==> src/rtl/bip3_core_if.sv <==
// Harvard memory bus between bip3_core and its instruction ROM / data RAM.
// Latency: none, wires only; reads are combinational, the write lands on the next clock edge.
// Backpressure: none; the ROM and RAM must answer in the same cycle.
interface bip3_core_if #(
    parameter int OPERAND_ADDRESS_WIDTH = 11,
    parameter int DATA_WIDTH            = 16
);
    logic [OPERAND_ADDRESS_WIDTH+4:0] instruction_in;
    logic [DATA_WIDTH-1:0]            data_in;
    logic [OPERAND_ADDRESS_WIDTH-1:0] instruction_address_out;
    logic [OPERAND_ADDRESS_WIDTH-1:0] data_address_out;
    logic [DATA_WIDTH-1:0]            data_out;
    logic                             data_wr_out;
    logic                             halted_out;

    modport master (
        input  instruction_in, data_in,
        output instruction_address_out, data_address_out, data_out, data_wr_out, halted_out
    );

    modport slave (
        output instruction_in, data_in,
        input  instruction_address_out, data_address_out, data_out, data_wr_out, halted_out
    );
endinterface

==> src/rtl/bip3_core.sv <==
// Single-cycle accumulator CPU with Z/N flags, signed branches and sticky halt; BIP3_LOGIC_EN adds NOT/AND/OR/XOR/SLL/SRL.
// Latency: one instruction per clock; PC, ACC, flags and halt update on the edge ending the cycle.
// Backpressure: none; the core never stalls, and a halted core freezes until reset.
module bip3_core #(
    parameter int OPERAND_ADDRESS_WIDTH = 11,
    parameter int DATA_WIDTH            = 16
) (
    input  logic      clock_in,
    input  logic      reset_in,
    bip3_core_if.master bus
);
    localparam int AW = OPERAND_ADDRESS_WIDTH;
    localparam int DW = DATA_WIDTH;

    localparam logic [4:0] OP_HLT  = 5'b00000;
    localparam logic [4:0] OP_STO  = 5'b00001;
    localparam logic [4:0] OP_LD   = 5'b00010;
    localparam logic [4:0] OP_LDI  = 5'b00011;
    localparam logic [4:0] OP_ADD  = 5'b00100;
    localparam logic [4:0] OP_ADDI = 5'b00101;
    localparam logic [4:0] OP_SUB  = 5'b00110;
    localparam logic [4:0] OP_SUBI = 5'b00111;
    localparam logic [4:0] OP_BEQ  = 5'b01000;
    localparam logic [4:0] OP_BNE  = 5'b01001;
    localparam logic [4:0] OP_BGT  = 5'b01010;
    localparam logic [4:0] OP_BGE  = 5'b01011;
    localparam logic [4:0] OP_BLT  = 5'b01100;
    localparam logic [4:0] OP_BLE  = 5'b01101;
    localparam logic [4:0] OP_JMP  = 5'b01110;
`ifdef BIP3_LOGIC_EN
    localparam logic [4:0] OP_NOT  = 5'b01111;
    localparam logic [4:0] OP_AND  = 5'b10000;
    localparam logic [4:0] OP_ANDI = 5'b10001;
    localparam logic [4:0] OP_OR   = 5'b10010;
    localparam logic [4:0] OP_ORI  = 5'b10011;
    localparam logic [4:0] OP_XOR  = 5'b10100;
    localparam logic [4:0] OP_XORI = 5'b10101;
    localparam logic [4:0] OP_SLL  = 5'b10110;
    localparam logic [4:0] OP_SRL  = 5'b10111;
    localparam int         SW      = $clog2(DW);
    logic [SW-1:0] shamt;
`endif

    logic [AW-1:0] pc_q, pc_d;
    logic [DW-1:0] acc_q, acc_d;
    logic          z_q, z_d, n_q, n_d, halt_q, halt_d;
    logic [4:0]    opcode;
    logic [AW-1:0] operand;
    logic [DW-1:0] imm, mem;
    logic          flags_upd, taken, wr;

    assign opcode  = bus.instruction_in[AW+4 -: 5];
    assign operand = bus.instruction_in[AW-1:0];
    assign imm     = DW'($signed(operand));
    assign mem     = bus.data_in;
`ifdef BIP3_LOGIC_EN
    assign shamt   = operand[SW-1:0];
`endif

    always_comb begin
        acc_d     = acc_q;
        pc_d      = pc_q + AW'(1);
        z_d       = z_q;
        n_d       = n_q;
        halt_d    = halt_q;
        flags_upd = 1'b0;
        taken     = 1'b0;
        wr        = 1'b0;
        case (opcode)
            OP_HLT:  begin halt_d = 1'b1; pc_d = pc_q; end
            OP_STO:  wr = 1'b1;
            OP_LD:   acc_d = mem;
            OP_LDI:  acc_d = imm;
            OP_ADD:  begin acc_d = acc_q + mem; flags_upd = 1'b1; end
            OP_ADDI: begin acc_d = acc_q + imm; flags_upd = 1'b1; end
            OP_SUB:  begin acc_d = acc_q - mem; flags_upd = 1'b1; end
            OP_SUBI: begin acc_d = acc_q - imm; flags_upd = 1'b1; end
            OP_BEQ:  taken = z_q;
            OP_BNE:  taken = !z_q;
            OP_BGT:  taken = !z_q && !n_q;
            OP_BGE:  taken = !n_q;
            OP_BLT:  taken = n_q;
            OP_BLE:  taken = n_q || z_q;
            OP_JMP:  taken = 1'b1;
`ifdef BIP3_LOGIC_EN
            OP_NOT:  begin acc_d = ~acc_q;        flags_upd = 1'b1; end
            OP_AND:  begin acc_d = acc_q & mem;   flags_upd = 1'b1; end
            OP_ANDI: begin acc_d = acc_q & imm;   flags_upd = 1'b1; end
            OP_OR:   begin acc_d = acc_q | mem;   flags_upd = 1'b1; end
            OP_ORI:  begin acc_d = acc_q | imm;   flags_upd = 1'b1; end
            OP_XOR:  begin acc_d = acc_q ^ mem;   flags_upd = 1'b1; end
            OP_XORI: begin acc_d = acc_q ^ imm;   flags_upd = 1'b1; end
            OP_SLL:  begin acc_d = acc_q << shamt; flags_upd = 1'b1; end
            OP_SRL:  begin acc_d = acc_q >> shamt; flags_upd = 1'b1; end
`endif
            default: ;
        endcase
        if (taken) pc_d = operand;
        if (flags_upd) begin
            z_d = (acc_d == '0);
            n_d = acc_d[DW-1];
        end
        // A halted core ignores the instruction bus entirely.
        if (halt_q) begin
            pc_d  = pc_q;
            acc_d = acc_q;
            z_d   = z_q;
            n_d   = n_q;
            wr    = 1'b0;
        end
    end

    always_ff @(posedge clock_in) begin
        if (!reset_in) begin
            pc_q   <= '0;
            acc_q  <= '0;
            z_q    <= 1'b0;
            n_q    <= 1'b0;
            halt_q <= 1'b0;
        end else begin
            pc_q   <= pc_d;
            acc_q  <= acc_d;
            z_q    <= z_d;
            n_q    <= n_d;
            halt_q <= halt_d;
        end
    end

    assign bus.instruction_address_out = pc_q;
    assign bus.data_address_out        = operand;
    assign bus.data_out                = acc_q;
    assign bus.data_wr_out             = wr && reset_in;
    assign bus.halted_out              = halt_q;
endmodule

==> src/flat_wrapper.sv <==
// flat-port wrapper written by rule: the top's interface ports become plain ports
module bip3_core_flat 
#(
    parameter int OPERAND_ADDRESS_WIDTH = 11,
    parameter int DATA_WIDTH            = 16
)
  (clock_in, reset_in, bus_instruction_in, bus_data_in, bus_instruction_address_out, bus_data_address_out, bus_data_out, bus_data_wr_out, bus_halted_out);
  bip3_core_if #(.OPERAND_ADDRESS_WIDTH(OPERAND_ADDRESS_WIDTH), .DATA_WIDTH(DATA_WIDTH)) bus_i ();
  input  logic clock_in;
  input  logic reset_in;
  input wire logic [$bits(bus_i.instruction_in)-1:0] bus_instruction_in;
  input wire logic [$bits(bus_i.data_in)-1:0] bus_data_in;
  output wire logic [$bits(bus_i.instruction_address_out)-1:0] bus_instruction_address_out;
  output wire logic [$bits(bus_i.data_address_out)-1:0] bus_data_address_out;
  output wire logic [$bits(bus_i.data_out)-1:0] bus_data_out;
  output wire logic [$bits(bus_i.data_wr_out)-1:0] bus_data_wr_out;
  output wire logic [$bits(bus_i.halted_out)-1:0] bus_halted_out;
  assign bus_i.instruction_in = bus_instruction_in;
  assign bus_i.data_in = bus_data_in;
  assign bus_instruction_address_out = bus_i.instruction_address_out;
  assign bus_data_address_out = bus_i.data_address_out;
  assign bus_data_out = bus_i.data_out;
  assign bus_data_wr_out = bus_i.data_wr_out;
  assign bus_halted_out = bus_i.halted_out;
  bip3_core #(.OPERAND_ADDRESS_WIDTH(OPERAND_ADDRESS_WIDTH), .DATA_WIDTH(DATA_WIDTH)) u_core (.clock_in(clock_in), .reset_in(reset_in), .bus(bus_i));
endmodule
==> config.mk <==
export PLATFORM = sky130hd
export DESIGN_NAME = bip3_core_flat
export DESIGN_NICKNAME = d
export VERILOG_FILES = /design/src/rtl/bip3_core_if.sv /design/src/rtl/bip3_core.sv /design/src/flat_wrapper.sv
export SDC_FILE = /design/constraint.sdc
export NUM_CORES = 1
export LEC_CHECK = 0
export CAP_MARGIN = 20
export CORE_UTILIZATION = 40
export DETAILED_ROUTE_END_ITERATION = 10
export PLACE_DENSITY_LB_ADDON = 0.05
export SLEW_MARGIN = 10
export SYNTH_ARGS = -nofsm -noshare
export SYNTH_HDL_FRONTEND = slang
export SYNTH_SLANG_ARGS = --single-unit
==> constraint.sdc <==
create_clock -name clock_in -period 12.9 [get_ports clock_in]
set_clock_uncertainty 0.05 [all_clocks]
set_input_delay 2.58 -clock clock_in [delete_from_list [all_inputs] [get_ports clock_in]]
set_output_delay 2.58 -clock clock_in [all_outputs]
set_load 0.05 [all_outputs]
# Word-level counts from Yosys, hierarchy flattened
# Cells that the tools add are included.
[totals]
ff_bits = 30
latchBits = 0
ramBits = 0
romBits = 0
in_bits = 34
output_inout_bits = 40
memories = 0
[classes]
add_sub_neg = 5
n_mul = 0
n_div = 0
n_lt_le_gt_ge = 0
n_eq_ne = 15
n_shift = 0
muxes = 7
n_bitwise = 1
n_reduce_logical = 10
[ops]
columns = ["op", "n"]
rows = [
  ["$pmux W16 S6", 1],
  ["$eq A5 B4 Y1 const B", 7],
  ["$add A16 B16 Y16", 2],
  ["$sub A16 B16 Y16", 2],
  ["$mux W11", 2],
  ["$eq A5 B3 Y1 const B", 4],
  ["$logic_not A16 Y1", 1],
  ["$add A11 B1 Y11 const B", 1],
  ["$eq A5 B2 Y1 const B", 2],
  ["$pmux W1 S7", 1],
  ["$eq A5 B1 Y1 const B", 1],
  ["$logic_not A5 Y1", 1],
  ["$reduce_and A2 Y1", 2],
  ["$reduce_or A4 Y1", 1],
  ["$mux W1", 3],
  ["$logic_and A1 B1 Y1", 2],
  ["$logic_not A1 Y1", 2],
  ["$ne A2 B1 Y1 const B", 1],
  ["$logic_or A1 B1 Y1", 1],
  ["$not A1 Y1", 1],
]

# Logic depth before layout (Yosys ltp)
[depth]
ltp_word = 5
depth_mapped = 18
depth_no_buf = 18

# Worst setup path after synthesis
# Ideal clock, no wire load.
[synth_path]
path_kind = "input -> output"
from = "input port bus_instruction_in[11]"
to = "output port bus_data_wr_out"
t_arrival_ns = 4.663
required_ns = 10.270
slack_ns = 5.607
cell_stages = 4
path_cell_list = "buf_2 > buf_2 > inv_1 > nor4_1"
[synth_between]
elab_chain_len = 4
[synth_rtl]
columns = ["item", "line", "text"]
rows = [
  ["start: declaration", "flat_wrapper.sv:11", "input wire logic [$bits(bus_i.instruction_in)-1:0] bus_instruction_in;"],
  ["$eq A5 B1 Y1", "bip3_core.sv:69", "case (opcode)"],
  ["$mux W1", "bip3_core.sv:69", ""],
  ["$mux W1", "bip3_core.sv:104", "if (halt_q) begin"],
  ["$logic_and A1 B1 Y1", "bip3_core.sv:132", "assign bus.data_wr_out = wr && reset_in;"],
  ["end: declaration", "flat_wrapper.sv:16", "output wire logic [$bits(bus_i.data_wr_out)-1:0] bus_data_wr_out;"],
]
# Every way passes these cells.

# Worst setup path in the final report
[layout_path]
from = "input port bus_instruction_in[12]"
to = "output port bus_data_wr_out"
# Same word-level chain as after synthesis.

==> impl_metrics.toml <==
[synthesis]
ys_seq_elements = 30
ys_top_cells_by_count = "nor2_1, a21oi_1, dfxtp_1, nand2_1, o21ai_0"
synthTopCellsByArea = "dfxtp_1, ha_1, nor2_1"
avgSynthCellArea_um2 = 7.22
ys.flop_type = "dfxtp_1"
synth_cells = 477
synth_fp_nets = 531
synth_top_area_cell = "dfxtp_1"
yosysMostFrequentCell = "nor2_1"
synth_top_area_share_pct = 17.4
synth_edf_count = 0
synth_area_um2 = 3440
yosysSeqAreaShare_pct = 17.4
synthDistinctLibCells = 68
synth-warning-count = 0
synth_async_sr_flop_share_pct = 0

[critical_path]
path_cells = "clkdlybuf4s50_1 > nor2_1 > nand2_1 > nor4_1 > clkdlybuf4s50_1"
path_buf_inv = 2
crit_slowest_cell = "clkdlybuf4s50_1"
critPathKind = "input port to primary output"
crit_arrival_ns = 4.97
cpMostUsedCell = "clkdlybuf4s50_1"
max_stage_delay_ns = 0.91
crit_required_ns = 10.27
critical_path_peak_fanout = 25
crit_path_end_kind = "primary output"
critPathTopFamily = "buffers and inverters"
worstSetupStartpointType = "input port"

[timing]
fin_tns_setup_ns = 0
fmax_mhz = 132
setup_viol = 0
hold_viol_final = 0
final.setup.worst_slack_ns = 5.30
min_period_ns = 7.60
period_share_pct = 58.9
slew_headroom_pct = 33.7
worstMarginPinSlew_ns = 0.990
rsz0062_at_grt = "false"
drv_slew = 0

[clock_tree]
cts_setup_buffers = 0
cts.repair.resized = 0
clock_latency_ns = 0.29
cts_sinks = 30
clock_path_buffers = 2
cts_tree = "done"
numCtsBuffers = 5
htree_levels = 2
cts_root_buf = "clkbuf_8"
cts_hold_buffers = 0
clkTransAtPathRegs_ns = 0.06

[detailed_routing]
drt-initial-drc-count = 298
vias = 3832
avgViaCountPerCell = 6.08
drcViolationCount = 0
wl_um = 11100
firstDrtPassIters = 5
wl_per_cell_um = 17.6
detail-route-antenna-nets = 0

[global_route]
first_global_vias = 3425
grt_max_degree = 42
track_usage_pct = 25.0
grt-ovfl-total = 0
antenna_found_initial = 0
grt_pass1_wl_um = 17300

[power]
power_mw = 0.352
vdd_ir_drop_max_v = 0.0000423
leakage_nw = 1.62
powerDensity_nw_per_um2 = 83.0

[cells_and_area]
postLayoutCoreUtil_pct = 51.3
drive_above_1_share_pct = 4.38
antenna_cells = 0
final_cell_area_um2 = 4240
area_growth_pct = 23.0
layout.nets = 579

[place]
place_area_um2 = 4160
port_buffers = 73
pre_cts_slack_ns = 5.26
dp_hpwl_um = 8390
gp_congestion = 0.862

[floorplan]
initial_core_util_pct = 41.7
row_count = 33
fp.dieArea_um2 = 8990
die_height_um = 94.8
coreArea_um2 = 8260
pin_count = 74
die-width_um = 94.8

[run_status]
status = "finished, final reports clean"

[job]
cap_violations = 0

[hold_path]
hp-class = "flip-flop to flip-flop"
per-layer routing:
metal,global-route usage [%],up-vias,routed length (µm)
met1,33.9,1782,5140
met5,0,-,0
li1,-,1886,-
met3,4.67,12,812
met4,6.57,0,150
met2,40.2,152,4960
worst reg2reg max path, cell delays in order, from the launching register on:
cell and delay (ns):
dfxtp_1 0.32, inv_1 0.08, ha_1 0.14, inv_1 0.05, fa_1 0.39, a21o_1 0.23, a221oi_2 0.32, o21ai_0 0.23
a41oi_1 0.30, xnor2_1 0.12, a222oi_1 0.32, nand4_1 0.22, o21ai_1 0.16
placed cells by master (no fill, tap or decap), drive strengths merged, types with 3 or more instances in the layout:
| master | synthesis | layout |
|---|---|---|
| a221oi | 10 | 10 |
| mux2i | 22 | 22 |
| a21boi | 3 | 3 |
| ha | 19 | 19 |
| inv | 17 | 17 |
| o211ai | 4 | 4 |
| nand4 | 6 | 6 |
| clkbuf | 21 | 7 |
| clkdlybuf4s50 | 0 | 73 |
| a31oi | 10 | 10 |
| nand2 | 30 | 30 |
| nor2b | 5 | 5 |
| a21oi | 40 | 40 |
| nor4 | 5 | 5 |
| buf | 17 | 6 |
| o22ai | 7 | 7 |
| and3 | 4 | 4 |
| o221ai | 3 | 3 |
| dfxtp | 30 | 30 |
| o21ai | 26 | 26 |
| o211a | 4 | 4 |
| o32ai | 3 | 3 |
| and2 | 7 | 7 |
| a21o | 4 | 4 |
| o21a | 4 | 4 |
| nor3 | 21 | 21 |
| a211oi | 13 | 13 |
| xor2 | 9 | 9 |
| xnor2 | 14 | 14 |
| or3 | 3 | 3 |
| nand3 | 10 | 10 |
| o31ai | 3 | 3 |
| a22oi | 6 | 6 |
| nor2 | 63 | 63 |
report_power, final:
part / leakage, nW / total (mW) / internal [mW] / switching [mW]
Combinational: 1.33 / 0.170 / 0.0675 / 0.103
Clock: 0.0383 / 0.0733 / 0.0371 / 0.0362
Sequential: 0.245 / 0.108 / 0.0996 / 0.00846
Total: 1.62 / 0.352 / 0.204 / 0.147
final cells by class:
cell class | instances | area [µm²]
clock buffers | 7 | 76.3
well taps | 105 | 131
flip-flops and latches | 30 | 601
multi-input cells | 392 | 2590
inverters | 17 | 63.8
repair buffers | 79 | 776
fillers | 847 | 4020
registers in the layout (all words and copies together), names as in the netlist:
| name | cells |
|---|---|
| u_core.z_q | 1 |
| u_core.bus.data_out | 16 |
| u_core.bus.halted_out | 1 |
| u_core.bus.instruction_address_out | 11 |
| u_core.n_q | 1 |
cells by family after synthesis:
kind of cell / Yosys count / share of synthesized area (%)
compound gates: 159 / 31.8
xor+xnor: 23 / 5.85
fa+ha+maj: 20 / 7.48
buf+inv: 55 / 7.41
flops: 30 / 17.4
mux: 24 / 7.05
simple gates: 166 / 23.0
stage by stage:
step,hold slack (ns),std cells
floorplan,0.434,477
global placement,0.442,623
detailed placement,0.459,623
CTS,0.471,630
global route,0.502,630
finish,0.467,630
worst paths after layout:
| check | startpoint | endpoint | slack [ns] | depth (start not counted) |
|---|---|---|---|---|
| setup / recovery | bus_instruction_in[12] | bus_data_wr_out | 5.30 | 5 |
| hold / removal | u_core.bus.data_out[0] | u_core.bus.data_out[0] | 0.47 | 2 |
| setup reg to reg | u_core.bus.data_out[0] | u_core.z_q | 9.90 | 12 |
| hold reg to reg | u_core.bus.data_out[0] | u_core.bus.data_out[0] | 0.47 | 2 |
No activity file was read; power rests on OpenSTA's default activity.
